**config.mk**
```make
export PLATFORM = sky130hd
export DESIGN_NAME = pdemux_route
export DESIGN_NICKNAME = d
export VERILOG_FILES = /design/src/rtl/pdemux_route.sv
export SDC_FILE = /design/constraint.sdc
export NUM_CORES = 1
export LEC_CHECK = 0
export ABC_CLOCK_PERIOD_IN_PS = 11300
export BUFFER_PORTS_ARGS = -buffer_cell sky130_fd_sc_hd__buf_2
export CORE_MARGIN = 2
export CORE_UTILIZATION = 40
export CTS_CLUSTER_DIAMETER = 150
export DETAILED_ROUTE_END_ITERATION = 8
export GPL_TIMING_DRIVEN = 0
export HOLD_SLACK_MARGIN = 0.03
export SYNTH_ARGS = -nofsm -noshare
export SYNTH_HDL_FRONTEND = slang
export SYNTH_SLANG_ARGS = --single-unit
```
**constraint.sdc**
```tcl
create_clock -name clk_i -period 11.3 [get_ports clk_i]
set_input_delay 2.26 -clock clk_i [delete_from_list [all_inputs] [get_ports clk_i]]
set_output_delay 2.26 -clock clk_i [all_outputs]
set_load 0.01 [all_outputs]
```
**src/rtl/pdemux_route.sv**
```systemverilog
// Priority demultiplexer with a one-entry input stage and eight buffered
// output channels, each with its own valid/ready handshake.
module pdemux_route #(
  parameter int DATA_W = 16,
  parameter int SEL_W  = 32,
  parameter int DROP_W = 8
) (
  input  logic                clk_i,
  input  logic                rst_i,
  input  logic                valid_i,
  output logic                ready_o,
  input  logic [SEL_W-1:0]    sel_0_i,
  input  logic [SEL_W-1:0]    sel_1_i,
  input  logic [SEL_W-1:0]    sel_2_i,
  input  logic [SEL_W-1:0]    sel_3_i,
  input  logic [DATA_W-1:0]   data_i,
  output logic [8*DATA_W-1:0] q_o,
  output logic [7:0]          valid_o,
  input  logic [7:0]          ready_i,
  output logic [DROP_W-1:0]   drop_cnt_o,
  output logic                busy_o
);

  logic                s1_valid_q, s1_valid_d;
  logic [DATA_W-1:0]   s1_data_q;
  logic [SEL_W-1:0]    s1_sel0_q, s1_sel1_q;
  logic [SEL_W-1:0]    s1_sel2_q, s1_sel3_q;
  logic [7:0]          vld_q, vld_d;
  logic [8*DATA_W-1:0] q_q, q_d;
  logic [DROP_W-1:0]   drop_q, drop_d;

  logic       hit;
  logic [2:0] tgt;
  logic       s1_move;
  logic       accept;

  // Ordered chain: the first matching rule selects the channel.
  always_comb begin
    hit = 1'b1;
    tgt = 3'd0;
    if (s1_sel0_q == SEL_W'(0))       tgt = 3'd0;
    else if (s1_sel1_q == SEL_W'(10)) tgt = 3'd1;
    else if (s1_sel2_q == SEL_W'(21)) tgt = 3'd2;
    else if (s1_sel3_q == SEL_W'(77)) tgt = 3'd3;
    else if (s1_sel0_q == SEL_W'(50)) tgt = 3'd4;
    else if (s1_sel1_q == SEL_W'(60)) tgt = 3'd5;
    else if (s1_sel2_q == SEL_W'(70)) tgt = 3'd6;
    else if (s1_sel3_q == SEL_W'(80)) tgt = 3'd7;
    else                              hit = 1'b0;
  end

  assign s1_move = s1_valid_q &&
                   (!hit || !vld_q[tgt] || ready_i[tgt]);
  assign ready_o = !s1_valid_q || s1_move;
  assign accept  = valid_i && ready_o;

  always_comb begin
    s1_valid_d = s1_valid_q;
    if (accept)       s1_valid_d = 1'b1;
    else if (s1_move) s1_valid_d = 1'b0;
  end

  // Drain first, then a landing word re-sets the same channel.
  always_comb begin
    vld_d  = vld_q & ~ready_i;
    q_d    = q_q;
    drop_d = drop_q;
    if (s1_move && hit) begin
      vld_d[tgt]                 = 1'b1;
      q_d[tgt*DATA_W +: DATA_W]  = s1_data_q;
    end
    if (s1_move && !hit && (drop_q != '1))
      drop_d = drop_q + DROP_W'(1);
  end

  always_ff @(posedge clk_i or posedge rst_i) begin
    if (rst_i) begin
      s1_valid_q <= 1'b0;
      vld_q      <= '0;
      q_q        <= '0;
      drop_q     <= '0;
    end else begin
      s1_valid_q <= s1_valid_d;
      vld_q      <= vld_d;
      q_q        <= q_d;
      drop_q     <= drop_d;
    end
  end

  always_ff @(posedge clk_i) begin
    if (accept) begin
      s1_data_q <= data_i;
      s1_sel0_q <= sel_0_i;
      s1_sel1_q <= sel_1_i;
      s1_sel2_q <= sel_2_i;
      s1_sel3_q <= sel_3_i;
    end
  end

  assign q_o        = q_q;
  assign valid_o    = vld_q;
  assign drop_cnt_o = drop_q;
  assign busy_o     = s1_valid_q || (|vld_q);

endmodule

```
# Word level (Yosys, flattened, before mapping)
# Cells that the tools add are included.
# word_totals
word_cells,68
input_bits,155
reg_bits,289
# classes
n_addsub,2
n_mux,26
shift,2
n_eq_ne,8
n_lt_le_gt_ge,2
reduce_logical,16
bitwise_logic,3
# op_table
cell,count
$bwmux 128,1
$shift 16x34->128 const A,1
$shiftx 16x34->128,1
$eq 32x7->1 const B,3
$eq 32x6->1 const B,2
$neg 7->34,1
$eq 32x4->1 const B,1
$eq 32x5->1 const B,1
$logic_not 32->1,1
$mux 3,8
$mux 1,13
$add 8x1->8 const B,1
$and 8x8->8,1
$mux 8,1
$ne 8x8->1 const B,1
$not 8->8,1
$or 8x8->8,1
$reduce_or 8->1,1
$bmux 1 s3,2
$logic_and 1x1->1,6
$logic_or 1x1->1,4
$lt 3x4->1 const B,1
$demux 1 s3,1
$ge 3x1->1 const B,1
2 further kinds,4

# Depth between registers and ports, before layout
# Gate-level depths: netlist (run 1).
# depth
word_depth,18
depth_mapped,15
ltp_nobuf,11

# Worst setup path after synthesis (run 1)
# OpenSTA, ideal clock, no wires.
# synth_path
path_type,input -> register
startpoint,input ready_i[4]
endpoint,register s1_data_q[0] (enable)
n_path_buf,0
path_stages,6
t_required_ps,10637
arrival_ps,9365
path_slack_ps,1272
setup_time_ps,663
cell_sequence,nand2b_1 -> a21oi_1 -> o31a_1 -> o2bb2ai_1 -> o32ai_1 -> nor2b_1
# synth_between
elab_chain_cells,6
# synth_rtl
item,line_no,rtl
"start, declared",19,"input logic [7:0] ready_i,"
$bmux 1 s3,53,(!hit || !vld_q[tgt] || ready_i[tgt]);
$mux 1 (implied by the code),53,
$logic_or 1x1->1,53,
$logic_and 1x1->1,52,assign s1_move = s1_valid_q &&
$logic_or 1x1->1,54,assign ready_o = !s1_valid_q || s1_move;
$logic_and 1x1->1,55,assign accept = valid_i && ready_o;
net accept,35,logic accept;
"end signal, assigned",92,s1_data_q <= data_i;
"end, declared",25,logic [DATA_W-1:0] s1_data_q;
# The timed path passes the listed nets, and every way through them passes these cells. The select of a mux whose other input is x is not followed.
# A chain may end at the register's enable or synchronous reset.

# Worst setup path in the final report (run 1)
# layout_path
startpoint,input ready_i[5]
endpoint,output ready_o
# layout_between
elab_chain_cells,5
# layout_rtl
item,line_no,rtl
$bmux 1 s3,53,
$mux 1 (implied by the code),53,
$logic_or 1x1->1,53,
$logic_and 1x1->1,52,
$logic_or 1x1->1,54,
"end, declared",11,"output logic ready_o,"
# Every way passes these cells. The select of a mux whose other input is x is not followed.

==> results of run 1 <==
[cell usage in the layout (no fill, tap or decap), drive strengths merged, types with 6 or more instances in the layout]
| master | synthesis | layout |
|---|---|---|
| buf | 12 | 317 |
| dfrtp | 145 | 145 |
| edfxtp | 144 | 144 |
| mux2 | 127 | 127 |
| clkbuf | 4 | 46 |
| nor4 | 29 | 29 |
| and2 | 19 | 19 |
| nand2 | 15 | 15 |
| clkinv | 0 | 12 |
| nand3 | 11 | 11 |
| nand2b | 11 | 11 |
| nand4 | 10 | 10 |
| nor2b | 10 | 10 |
| nor3 | 10 | 10 |
| and3 | 8 | 8 |
| o21ai | 8 | 8 |
| inv | 7 | 7 |
| nor2 | 6 | 6 |
| xnor2 | 6 | 6 |
| a21oi | 6 | 6 |
| nor4b | 6 | 6 |
[metal layers]
metal,vias to the layer above,share of wire,global-route usage
met5,-,0.0014,0
met4,6,0.020,0.0450
met3,43,0.084,0.0508
met2,255,0.48,0.282
met1,3170,0.42,0.212
li1,3133,-,-
[layout make-up]
class,count,area [sq um]
diodes,2,5.00
plain buffers,16,113
clock buffers,42,847
clock inverters,14,111
fillers,2297,13000
inverters,7,31.3
multi-input cells,329,2870
flip-flops and latches,289,7950
well taps,341,427
repair buffers,305,1620
[power breakdown]
part,internal [mW],switching [mW]
sequential,1.15,0.0274
combinational,0.0469,0.0494
clock,0.563,0.382
[registers in the layout, summed over array words and instances, names as in the netlist]
signal	cells
drop_cnt_o	8
q_o	128
valid_o	8
s1_sel3_q	32
s1_sel1_q	32
s1_data_q	16
s1_sel2_q	32
s1_valid_q	1
s1_sel0_q	32
[worst reg2reg max path, delay by kind of cell (launching register included)]
kind                       cells  cell delay, ns
muxes                          1            0.37
DFF                            1            0.36
adders and majority gates      1            0.36
AOI/OAI and AO/OA              2            0.78
and+or+nand+nor                5            2.04
buffers and inverters          2            0.67
[metrics by stage]
step | cells | hold WS [ns] | total power [mW]
final | 1345 | 0.492 | 2.22
after global routing | 1343 | 0.500 | 2.31
after CTS | 1343 | 0.496 | 2.26
after detailed placement | 1287 | 0.486 | 1.30
after global placement | 1282 | 0.478 | 1.30
after floorplan | 641 | 0.519 | 1.24
[kinds of logic after synthesis]
logic type / count (synthesis) / share of synthesized area
multiplexers: 131 / 0.138
AND/OR/NAND/NOR: 151 / 0.0874
AO/OA/AOI/OAI: 36 / 0.0257
XOR/XNOR: 7 / 0.00560
buffers and inverters: 23 / 0.0127
adder cells (fa/ha/maj): 4 / 0.00457
flip-flops: 289 / 0.726
[path summary, 6_finish.rpt]
path / from / to / slack, ns / cells after the start
max: ready_i[5] / ready_o / 5.15 / 8
min: drop_cnt_o[6]$_DFFE_PP0P_ / drop_cnt_o[6]$_DFFE_PP0P_ / 0.49 / 1
max reg2reg: s1_sel0_q[14]$_DFFE_PP_ / q_o[68]$_DFFE_PP0P_ / 6.61 / 11
min reg2reg: drop_cnt_o[6]$_DFFE_PP0P_ / drop_cnt_o[6]$_DFFE_PP0P_ / 0.49 / 1
max in group asynchronous: rst_i / q_o[49]$_DFFE_PP0P_ / 8.68 / 3
min in group asynchronous: rst_i / q_o[108]$_DFFE_PP0P_ / 1.79 / 2
==> run_results.csv, run 1 <==
group,metric,value,unit
status,run_status,"completed",
clocking,post_cts_buffers,0,
worst_setup_path,critical-path-slowest-cell,"o32ai_1",
yosys,synth_ff_type,"dfrtp_1",
job,maxCapViolCount,0,
worst_setup_path,critPathMaxFanout,3,
layout,final_cell_area,0.0140,sq mm
worst_setup_path,path_delay_family,"compound AO/OA/AOI/OAI gates",
layout,layout-drive-gt1-share,0.496,
place,dp_slack,5.16,ns
global_routing,grt_pass1_wl,37500,microns
drt,wl_per_cell,18.0,microns
drt,drt-total-wl,24300,microns
worst_hold_path,hold_path.class,"reg2reg",
sta,maxSlewViolCount,0,
sta,timing.fmax,163,MHz
floorplanning,die_y,169,microns
sta,fin_ws,5.15,ns
yosys,yosys_register_bits,289,
floorplanning,dieArea,0.0287,sq mm
yosys,synthDistinctLibCells,55,
yosys,synth_top_cell_by_area,"edfxtp_1",
place,post_dp_cell_area,0.0130,sq mm
worst_setup_path,startpoint_type,"input pin",
clocking,numCtsBuffers,30,
drt,dr_total_vias,6607,
place,dp_hpwl,18300,microns
worst_setup_path,worst_setup_path_end_kind,"output port",
sta,hold_violations,0,
worst_setup_path,path_cells,"buf_2 > nor2b_1 > a21oi_1 > o21ai_0 > o211ai_1 > o32ai_1 > inv_1 > buf_2",
yosys,synthArstFlopShare,0.502,
worst_setup_path,crit_type,"in2out",
clocking,cts_tree,"built",
clocking,hold_buffers,0,
power,p_leak,6.58,nW
clocking,cts_repair_resize_count,0,
yosys,syn_area,0.0109,sq mm
yosys,netlist_top_cells_count,"dfrtp_1 (145), edfxtp_1 (144), mux2_2 (117)",
yosys,yosysWarnings,0,
worst_setup_path,path_buf_inv,3,
drt,avgViaCountPerCell,4.91,
layout,fin_nets,1137,
sta,slew_headroom,0.399,
clocking,htree_levels,1,
place,gp_congestion,0.863,
drt,dr.pass1.iters,4,
yosys,yosysSeqAreaShare,0.726,
worst_setup_path,critical_path_required,9.04,ns
yosys,synth.area.top_cells,"edfxtp_1 (39%), dfrtp_1 (33%), mux2_2 (12%)",
clocking,clock_latency,0.54,ns
sta,fin_tns_setup,0,ns
global_routing,grt_overflow_total,0,
drt,drcViolationCount,0,
sta,period_share,0.544,
global_routing,grt_usage,0.168,
sta,worst_pin_slew,0.899,ns
yosys,synth_edf_count,144,
power,vdd_ir_drop_max,0.133,mV
yosys,synth_top_area_share,0.395,
global_routing,first_global_vias,6770,
worst_setup_path,cp_common_cell,"buf_2",
power,power_density,159,mW/mm^2
layout,syn_to_final_growth,27.6,%
yosys,post_synth.cell_area_avg,17.1,sq um
sta,grt_setup_unrepaired,"no",
yosys,syn_nets,800,
sta,fin_crit,6.15,ns
floorplanning,num_rows,60,
layout,final_util,0.518,
yosys,synth_most_common_cell,"dfrtp_1",
yosys,post_synth_inst_count,641,
floorplanning,die_width,169,microns
floorplanning,initial_utilization,0.406,
drt,antenna_left,0,
global_routing,grt_max_degree,87,
clocking,cts_buffer_depth,3,
clocking,clock-sinks,289,
drt,drtIter0Drc,265,
clocking,cts-root-buf,"clkbuf_16",
sta,clock_skew,0.00992,ns
clocking,clk_pin_slew,0.06,ns
floorplanning,io_pins,301,
place,portBuffers,300,
global_routing,antenna_found_initial,5,
worst_setup_path,worst_ep_arrival_time,3.89,ns
floorplanning,core_area,0.0270,sq mm
worst_setup_path,slowest_delay,0.64,ns
sta,setup_violations,0,
Note: power is estimated with default switching activity, not from simulation.
==> run 2, diff against run 1 <==
- ABC_CLOCK_PERIOD_IN_PS: 11300 -> 5200
- PLACE_DENSITY: unset -> 0.66
- clock period: 11.3 -> 5.2 ns (I/O delays scaled with it)
==> run 2 against run 1 <==
Net effect:
- global-route usage up 0.42 points
- clock skew up 0.0013 ns
- clock power up 130%
- final cell count unchanged
- via count up 1.3%
- sequential power up 120%
- total power up 120%
- count of clock-buffer cells in the layout down 5
- first-iteration DRC count down 1.9%
- combinational power up 110%
- worst setup slack worse by 4.7 ns
- critical path type is now reg2out
- largest power group unchanged
==> run_results.csv, run 2 (synthesis gave the netlist of run 1 again) <==
group,metric,value,unit
status,run_status,"completed",
drt,dr.pass1.iters,4,
power,p_comb_frac,0.042,
sta,fin_ws,0.462,ns
drt,drcViolationCount,0,
worst_setup_path,startpoint,"s1_sel3_q[25]$_DFFE_PP_",
layout,final_cell_area,0.0140,sq mm
layout,fin_nets,1137,
layout,most-common-layout-cells,"buf_2 (305), dfrtp_1 (145), edfxtp_1 (144)",
global_routing,grt_overflow_total,0,
clocking,clock_latency,0.55,ns
worst_setup_path,worst_ep_arrival_time,3.70,ns
clocking,cts_tree,"built",
clocking,clk_pin_slew,0.06,ns
layout,syn_to_final_growth,28.1,%
clocking,post_cts_buffers,0,
sta,whs,0.491,ns
power,p_leak,6.61,nW
sta,hold_violations,0,
sta,maxSlewViolCount,0,
drt,wl_per_cell,18.4,microns
power,seqPwrFrac,0.522,
worst_setup_path,critical-path-slowest-cell,"o32ai_4",
worst_setup_path,critical_path_required,4.16,ns
sta,worst_pin_slew,0.851,ns
power,p_int,3.86,mW
global_routing,first_global_vias,6931,
drt,drtIter0Drc,260,
drt,dr_total_vias,6696,
floorplanning,core_area,0.0270,sq mm
layout,largest_reg_flops,128,
clocking,numCtsBuffers,30,
worst_hold_path,hold_path.class,"reg2reg",
worst_setup_path,path_cells,"nor4_1 > nand4_1 > o32ai_4 > nor3_1 > and2_1 > nand2b_1 > o32ai_2 > inv_1 > buf_2",
floorplanning,io_pins,301,
place,post_dp_cell_area,0.0130,sq mm
drt,avgViaCountPerCell,4.98,
power,p_clk_frac,0.436,
floorplanning,dieArea,0.0287,sq mm
sta,fin_tns_setup,0,ns
clocking,clock-sinks,289,
power,p_sw,1.06,mW
power,vdd_ir_drop_max,0.287,mV
place,dp_slack,0.334,ns
floorplanning,num_rows,60,
global_routing,grt_pass1_wl,38300,microns
worst_setup_path,worst_setup_path_end_kind,"output port",
drt,drt-total-wl,24700,microns
sta,timing.fmax,211,MHz
global_routing,antenna_found_initial,5,
worst_hold_path,hp-start,"drop_cnt_o[4]$_DFFE_PP0P_",
sta,grt_setup_unrepaired,"no",
place,dp_hpwl,18500,microns
job,maxCapViolCount,0,
power,swShare,0.215,
sta,setup_violations,0,
worst_setup_path,slowest_delay,0.55,ns
sta,fin_crit,4.74,ns
clocking,cts-root-buf,"clkbuf_16",
clocking,htree_levels,1,
clocking,cts_buffer_depth,3,
floorplanning,die_width,169,microns
global_routing,grt_usage,0.172,
sta,period_share,0.911,
worst_setup_path,startpoint_type,"register",
clocking,hold_buffers,0,
sta,clock_skew,0.0112,ns
worst_setup_path,path_buf_inv,2,
sta,slew_headroom,0.430,
worst_setup_path,path_delay_family,"simple AND/OR/NAND/NOR gates",
global_routing,grt_max_degree,76,
worst_setup_path,crit-reg2reg-launch,"s1_sel0_q[14]$_DFFE_PP_",
power,power,4.92,mW
place,portBuffers,300,
drt,antenna_left,0,
floorplanning,die_y,169,microns
floorplanning,initial_utilization,0.406,
worst_setup_path,crit_type,"reg2out",
worst_setup_path,critPathMaxFanout,7,
layout,final_common_cell,"buf_2",
layout,layout-drive-gt1-share,0.509,
place,gp_congestion,0.816,
power,power_density,351,mW/mm^2
## run 2: cell types whose count changed in the layout (fill, tap and decap cells not counted), sizes merged
cell / delta
clkinvlp: +3
clkbuf: -5
inv: +3
clkinv: -1
## run 2: final timing paths
path                                              to  cells after the start  slack, ns
hold reg to reg            drop_cnt_o[4]$_DFFE_PP0P_                      1       0.49
setup reg to reg                 q_o[72]$_DFFE_PP0P_                     11       0.59
min in group asynchronous        q_o[75]$_DFFE_PP0P_                      2       0.61
max in group asynchronous  drop_cnt_o[0]$_DFFE_PP0P_                      3       3.79
setup / recovery                             ready_o                      9       0.46
hold / removal             drop_cnt_o[4]$_DFFE_PP0P_                      1       0.49
## run 2: power groups by stage
stage	clock network (mW)	registers [mW]	logic, mW
after floorplan	0	2.61	0.0835
after global placement	0	2.61	0.197
after detailed placement	0	2.61	0.212
after CTS	2.21	2.57	0.212
after global routing	2.30	2.58	0.234
final	2.14	2.57	0.206
## run 2: cell type report
class	count	area, sq um
clock inverter	19	166
sequential	289	7950
fill	2283	12900
buffer	16	113
clock buffer	37	840
multi-input combinational	329	2880
antenna	2	5.00
tap	341	427
timing repair buffer	305	1610
inverter	7	31.3
## run 2: timing repair
item | in CTS | in global routing
resized for setup | 0 | 2
endpoints found under the hold margin | 0 | 0
setup endpoints to repair | 0 | 1
## run 2: metal layers
metal / vias to the layer above / global-route usage / share of wire
li1: 3127 / - / -
met1: 3264 / 0.215 / 0.42
met2: 258 / 0.295 / 0.48
met3: 43 / 0.0483 / 0.078
met4: 4 / 0.0442 / 0.022
met5: - / 0 / 0.00073
## run 2: metrics by stage
stage	cells	utilization
after floorplan	641	-
after global placement	1282	0.478
after detailed placement	1287	0.482
after CTS	1343	0.520
after global routing	1343	0.520
final	1345	0.520
==> run 3, diff against run 2 <==
- ABC_AREA: unset -> 1
- PLACE_DENSITY: 0.66 -> unset
==> run 3 against run 2 <==
Net effect:
- first-iteration DRC count rose to 2.6 times the previous value
- final area grew 17%
- area after synthesis grew 20%
- largest cell class unchanged
- largest power group unchanged
- utilization decreased by 1.3 points
==> run_results.csv, run 3 <==
group,metric,value,unit
worst_setup_path,worst_ep_arrival_time,5.07,ns
place,gp_congestion,0.968,
clocking,clk_pin_slew,0.06,ns
global_routing,grt_overflow_total,0,
sta,maxSlewViolCount,0,
layout,layout-drive-gt1-share,0.262,
power,swShare,0.225,
worst_setup_path,critical-path-slowest-cell,"ha_1",
sta,setup_violations,0,
worst_hold_path,hp-start,"q_o[40]$_DFFE_PP0P_",
drt,wl_per_cell,17.4,microns
clocking,hold_buffers,0,
power,p_comb_frac,0.055,
drt,antenna_left,0,
yosys,synthArstFlopShare,0.502,
yosys,yosys_register_bits,289,
layout,fillCellCount,3028,
yosys,synth_mux_area_frac,0.000855,
yosys,synth_ff_type,"dfrtp_1",
floorplanning,dieArea,0.0344,sq mm
worst_setup_path,crit-reg2reg-launch,"s1_sel1_q[29]$_DFFE_PP_",
worst_setup_path,crit_type,"reg2reg",
floorplanning,io_pins,301,
status,run_status,"completed",
clocking,cts_repair_resize_count,0,
yosys,syn_area,0.0132,sq mm
clocking,cts-root-buf,"clkbuf_16",
global_routing,antenna_found_initial,9,
yosys,synth_top_family_by_area,"simple AND/OR/NAND/NOR gates",
sta,whs,0.474,ns
layout,largest_reg_flops,128,
yosys,netlist_top_cells_count,"nand2_1 (370), nand4_1 (180), dfrtp_1 (145)",
power,p_int,4.09,mW
yosys,synth_top_cell_by_area,"edfxtp_1",
sta,clock_skew,0.0120,ns
yosys,synth_edf_count,144,
worst_setup_path,reg2reg_to,"q_o[71]$_DFFE_PP0P_",
drt,dr.pass1.iters,7,
layout,most-common-layout-cells,"nand2_1 (370), buf_2 (307), nand4_1 (180)",
clocking,htree_levels,2,
global_routing,grt_usage,0.220,
yosys,synth-xor-area-share,0.00466,
sta,worst_pin_slew,0.848,ns
job,maxCapViolCount,0,
global_routing,first_global_vias,10650,
drt,avgViaCountPerCell,5.05,
power,p_clk_frac,0.449,
floorplanning,die_y,185,microns
drt,dr_total_vias,10883,
power,p_leak,7.95,nW
clocking,clock-sinks,289,
worst_setup_path,critPathMaxFanout,11,
layout,syn_to_final_growth,25.1,%
drt,drcViolationCount,0,
clocking,numCtsBuffers,34,
yosys,synthSimpleGateAreaFrac,0.315,
floorplanning,core_area,0.0325,sq mm
yosys,synth_top_area_share,0.328,
clocking,clock_latency,0.52,ns
sta,grt_setup_unrepaired,"no",
worst_setup_path,reg2reg_setup_slack,0.58,ns
power,p_sw,1.19,mW
worst_hold_path,min_path_cells,2,
sta,timing.fmax,217,MHz
sta,fin_crit,4.62,ns
worst_setup_path,r2r_cells,23,
floorplanning,initial_utilization,0.406,
worst_setup_path,path_cells,"nor2_1 > nand2_1 > nor2_1 > nand2_1 > nor2_2 > inv_2 > nand2_1 > nand2_1 > nand2_1 > nand2_2 > nand2_4 > nand2_2 > buf_6 > clkbuf_1 > ha_1 > ha_1 > clkinv_1 > a21oi_1 > nand2_1 > nor2_2 > clkbuf_1 > nand4_1 > nand2_1",
sta,period_share,0.888,
power,vdd_ir_drop_max,0.309,mV
worst_hold_path,min_delay_worst_endpoint,"q_o[40]$_DFFE_PP0P_",
drt,drt-total-wl,37400,microns
yosys,syn_nets,1504,
layout,final_common_cell,"nand2_1",
clocking,cts_tree,"built",
worst_setup_path,startpoint_type,"register",
clocking,post_cts_buffers,0,
layout,fin_nets,1844,
floorplanning,die_width,185,microns
power,seqPwrFrac,0.496,
yosys,synth-compound-area-share,0.00741,
yosys,synthDistinctLibCells,38,
yosys,post_synth_inst_count,1345,
yosys,yosysSeqAreaShare,0.604,
yosys,synth.area.top_cells,"edfxtp_1 (33%), dfrtp_1 (28%), nand2_1 (11%)",
global_routing,grt_pass1_wl,57500,microns
worst_setup_path,slowest_delay,0.64,ns
worst_setup_path,cp_common_cell,"nand2_1",
place,dp_hpwl,28800,microns
sta,hold_violations,0,
worst_hold_path,hold_path.class,"reg2reg",
yosys,post_synth.cell_area_avg,9.79,sq um
clocking,cts_buffer_depth,3,
yosys,synth_fa_ha_area_frac,0.00380,
drt,drtIter0Drc,669,
yosys,yosysWarnings,0,
place,portBuffers,300,
power,power_density,321,mW/mm^2
sta,fin_tns_setup,0,ns
worst_setup_path,worst_setup_path_end_kind,"register",
global_routing,grt_max_degree,93,
sta,slew_headroom,0.433,
worst_setup_path,critical_path_required,5.65,ns
yosys,synth_most_common_cell,"nand2_1",
floorplanning,num_rows,66,
-- run 3: cells by family after synthesis --
| group | after synthesis |
|---|---|
| flip-flops | 289 |
| AO/OA/AOI/OAI | 13 |
| AND/OR/NAND/NOR | 846 |
| multiplexers | 1 |
| XOR/XNOR | 7 |
| adder cells (fa/ha/maj) | 4 |
| buffers and inverters | 185 |
-- run 3: worst max-delay path by stage --
stage | to | slack (ns) | from | depth (start not counted)
CTS | q_o[67]$_DFFE_PP0P_ | 0.29 | s1_sel1_q[29]$_DFFE_PP_ | 24
finish | q_o[71]$_DFFE_PP0P_ | 0.58 | s1_sel1_q[29]$_DFFE_PP_ | 23
global route | q_o[67]$_DFFE_PP0P_ | 0.19 | s1_sel0_q[9]$_DFFE_PP_ | 22
detailed placement | q_o[67]$_DFFE_PP0P_ | 0.31 | s1_sel1_q[29]$_DFFE_PP_ | 24
floorplan | drop_cnt_o[0]$_DFFE_PP0P_ | 0.27 | rst_i | 1
global placement | q_o[14]$_DFFE_PP0P_ | -1.42 | rst_i | 2
-- run 3: area by class of cell --
cell class                 instances  area [sq um]  area share
sequential                       289          7950       0.483
multi-input combinational        871          4370       0.265
timing repair buffer             305          1610      0.0977
clock buffer                      40           883      0.0536
tap                              442           553      0.0336
buffer                            82           463      0.0281
inverter                         102           390      0.0237
clock inverter                    20           234      0.0142
antenna                            6          15.0    0.000911
-- run 3: per-stage QoR --
stage	total power, mW	instances	util	cell area (sq um)	setup WS (ns)
6_report	5.28	2157	0.508	16500	0.583
3_3_place_gp	2.94	2087	0.469	15200	-1.42
3_5_place_dp	2.96	2092	0.473	15300	0.312
2_1_floorplan	2.80	1345	-	13200	0.265
5_1_grt	5.48	2154	0.507	16500	0.194
4_1_cts	5.34	2152	0.507	16500	0.289
-- run 3: power groups by stage --
| stage | Sequential [mW] | Clock [mW] | Combinational, mW |
|---|---|---|---|
| 2_1_floorplan | 2.65 | 0 | 0.152 |
| 3_3_place_gp | 2.66 | 0 | 0.279 |
| 3_5_place_dp | 2.66 | 0 | 0.295 |
| 4_1_cts | 2.62 | 2.43 | 0.296 |
| 5_1_grt | 2.63 | 2.52 | 0.331 |
| 6_report | 2.62 | 2.37 | 0.290 |
-- run 3: critical path: cells and delay by family (launching register included) --
family	cells	cell delay, ns
buffers and inverters	5	1.29
flip-flops	1	0.36
AO/OA/AOI/OAI	1	0.23
AND/OR/NAND/NOR	15	1.73
adder cells (fa/ha/maj)	2	0.95
-- run 3: metal layers --
layer | share of wire | GRT usage
met1 | 0.40 | 0.269
met2 | 0.47 | 0.362
met3 | 0.088 | 0.0670
met4 | 0.039 | 0.0892
met5 | 0.00075 | 0
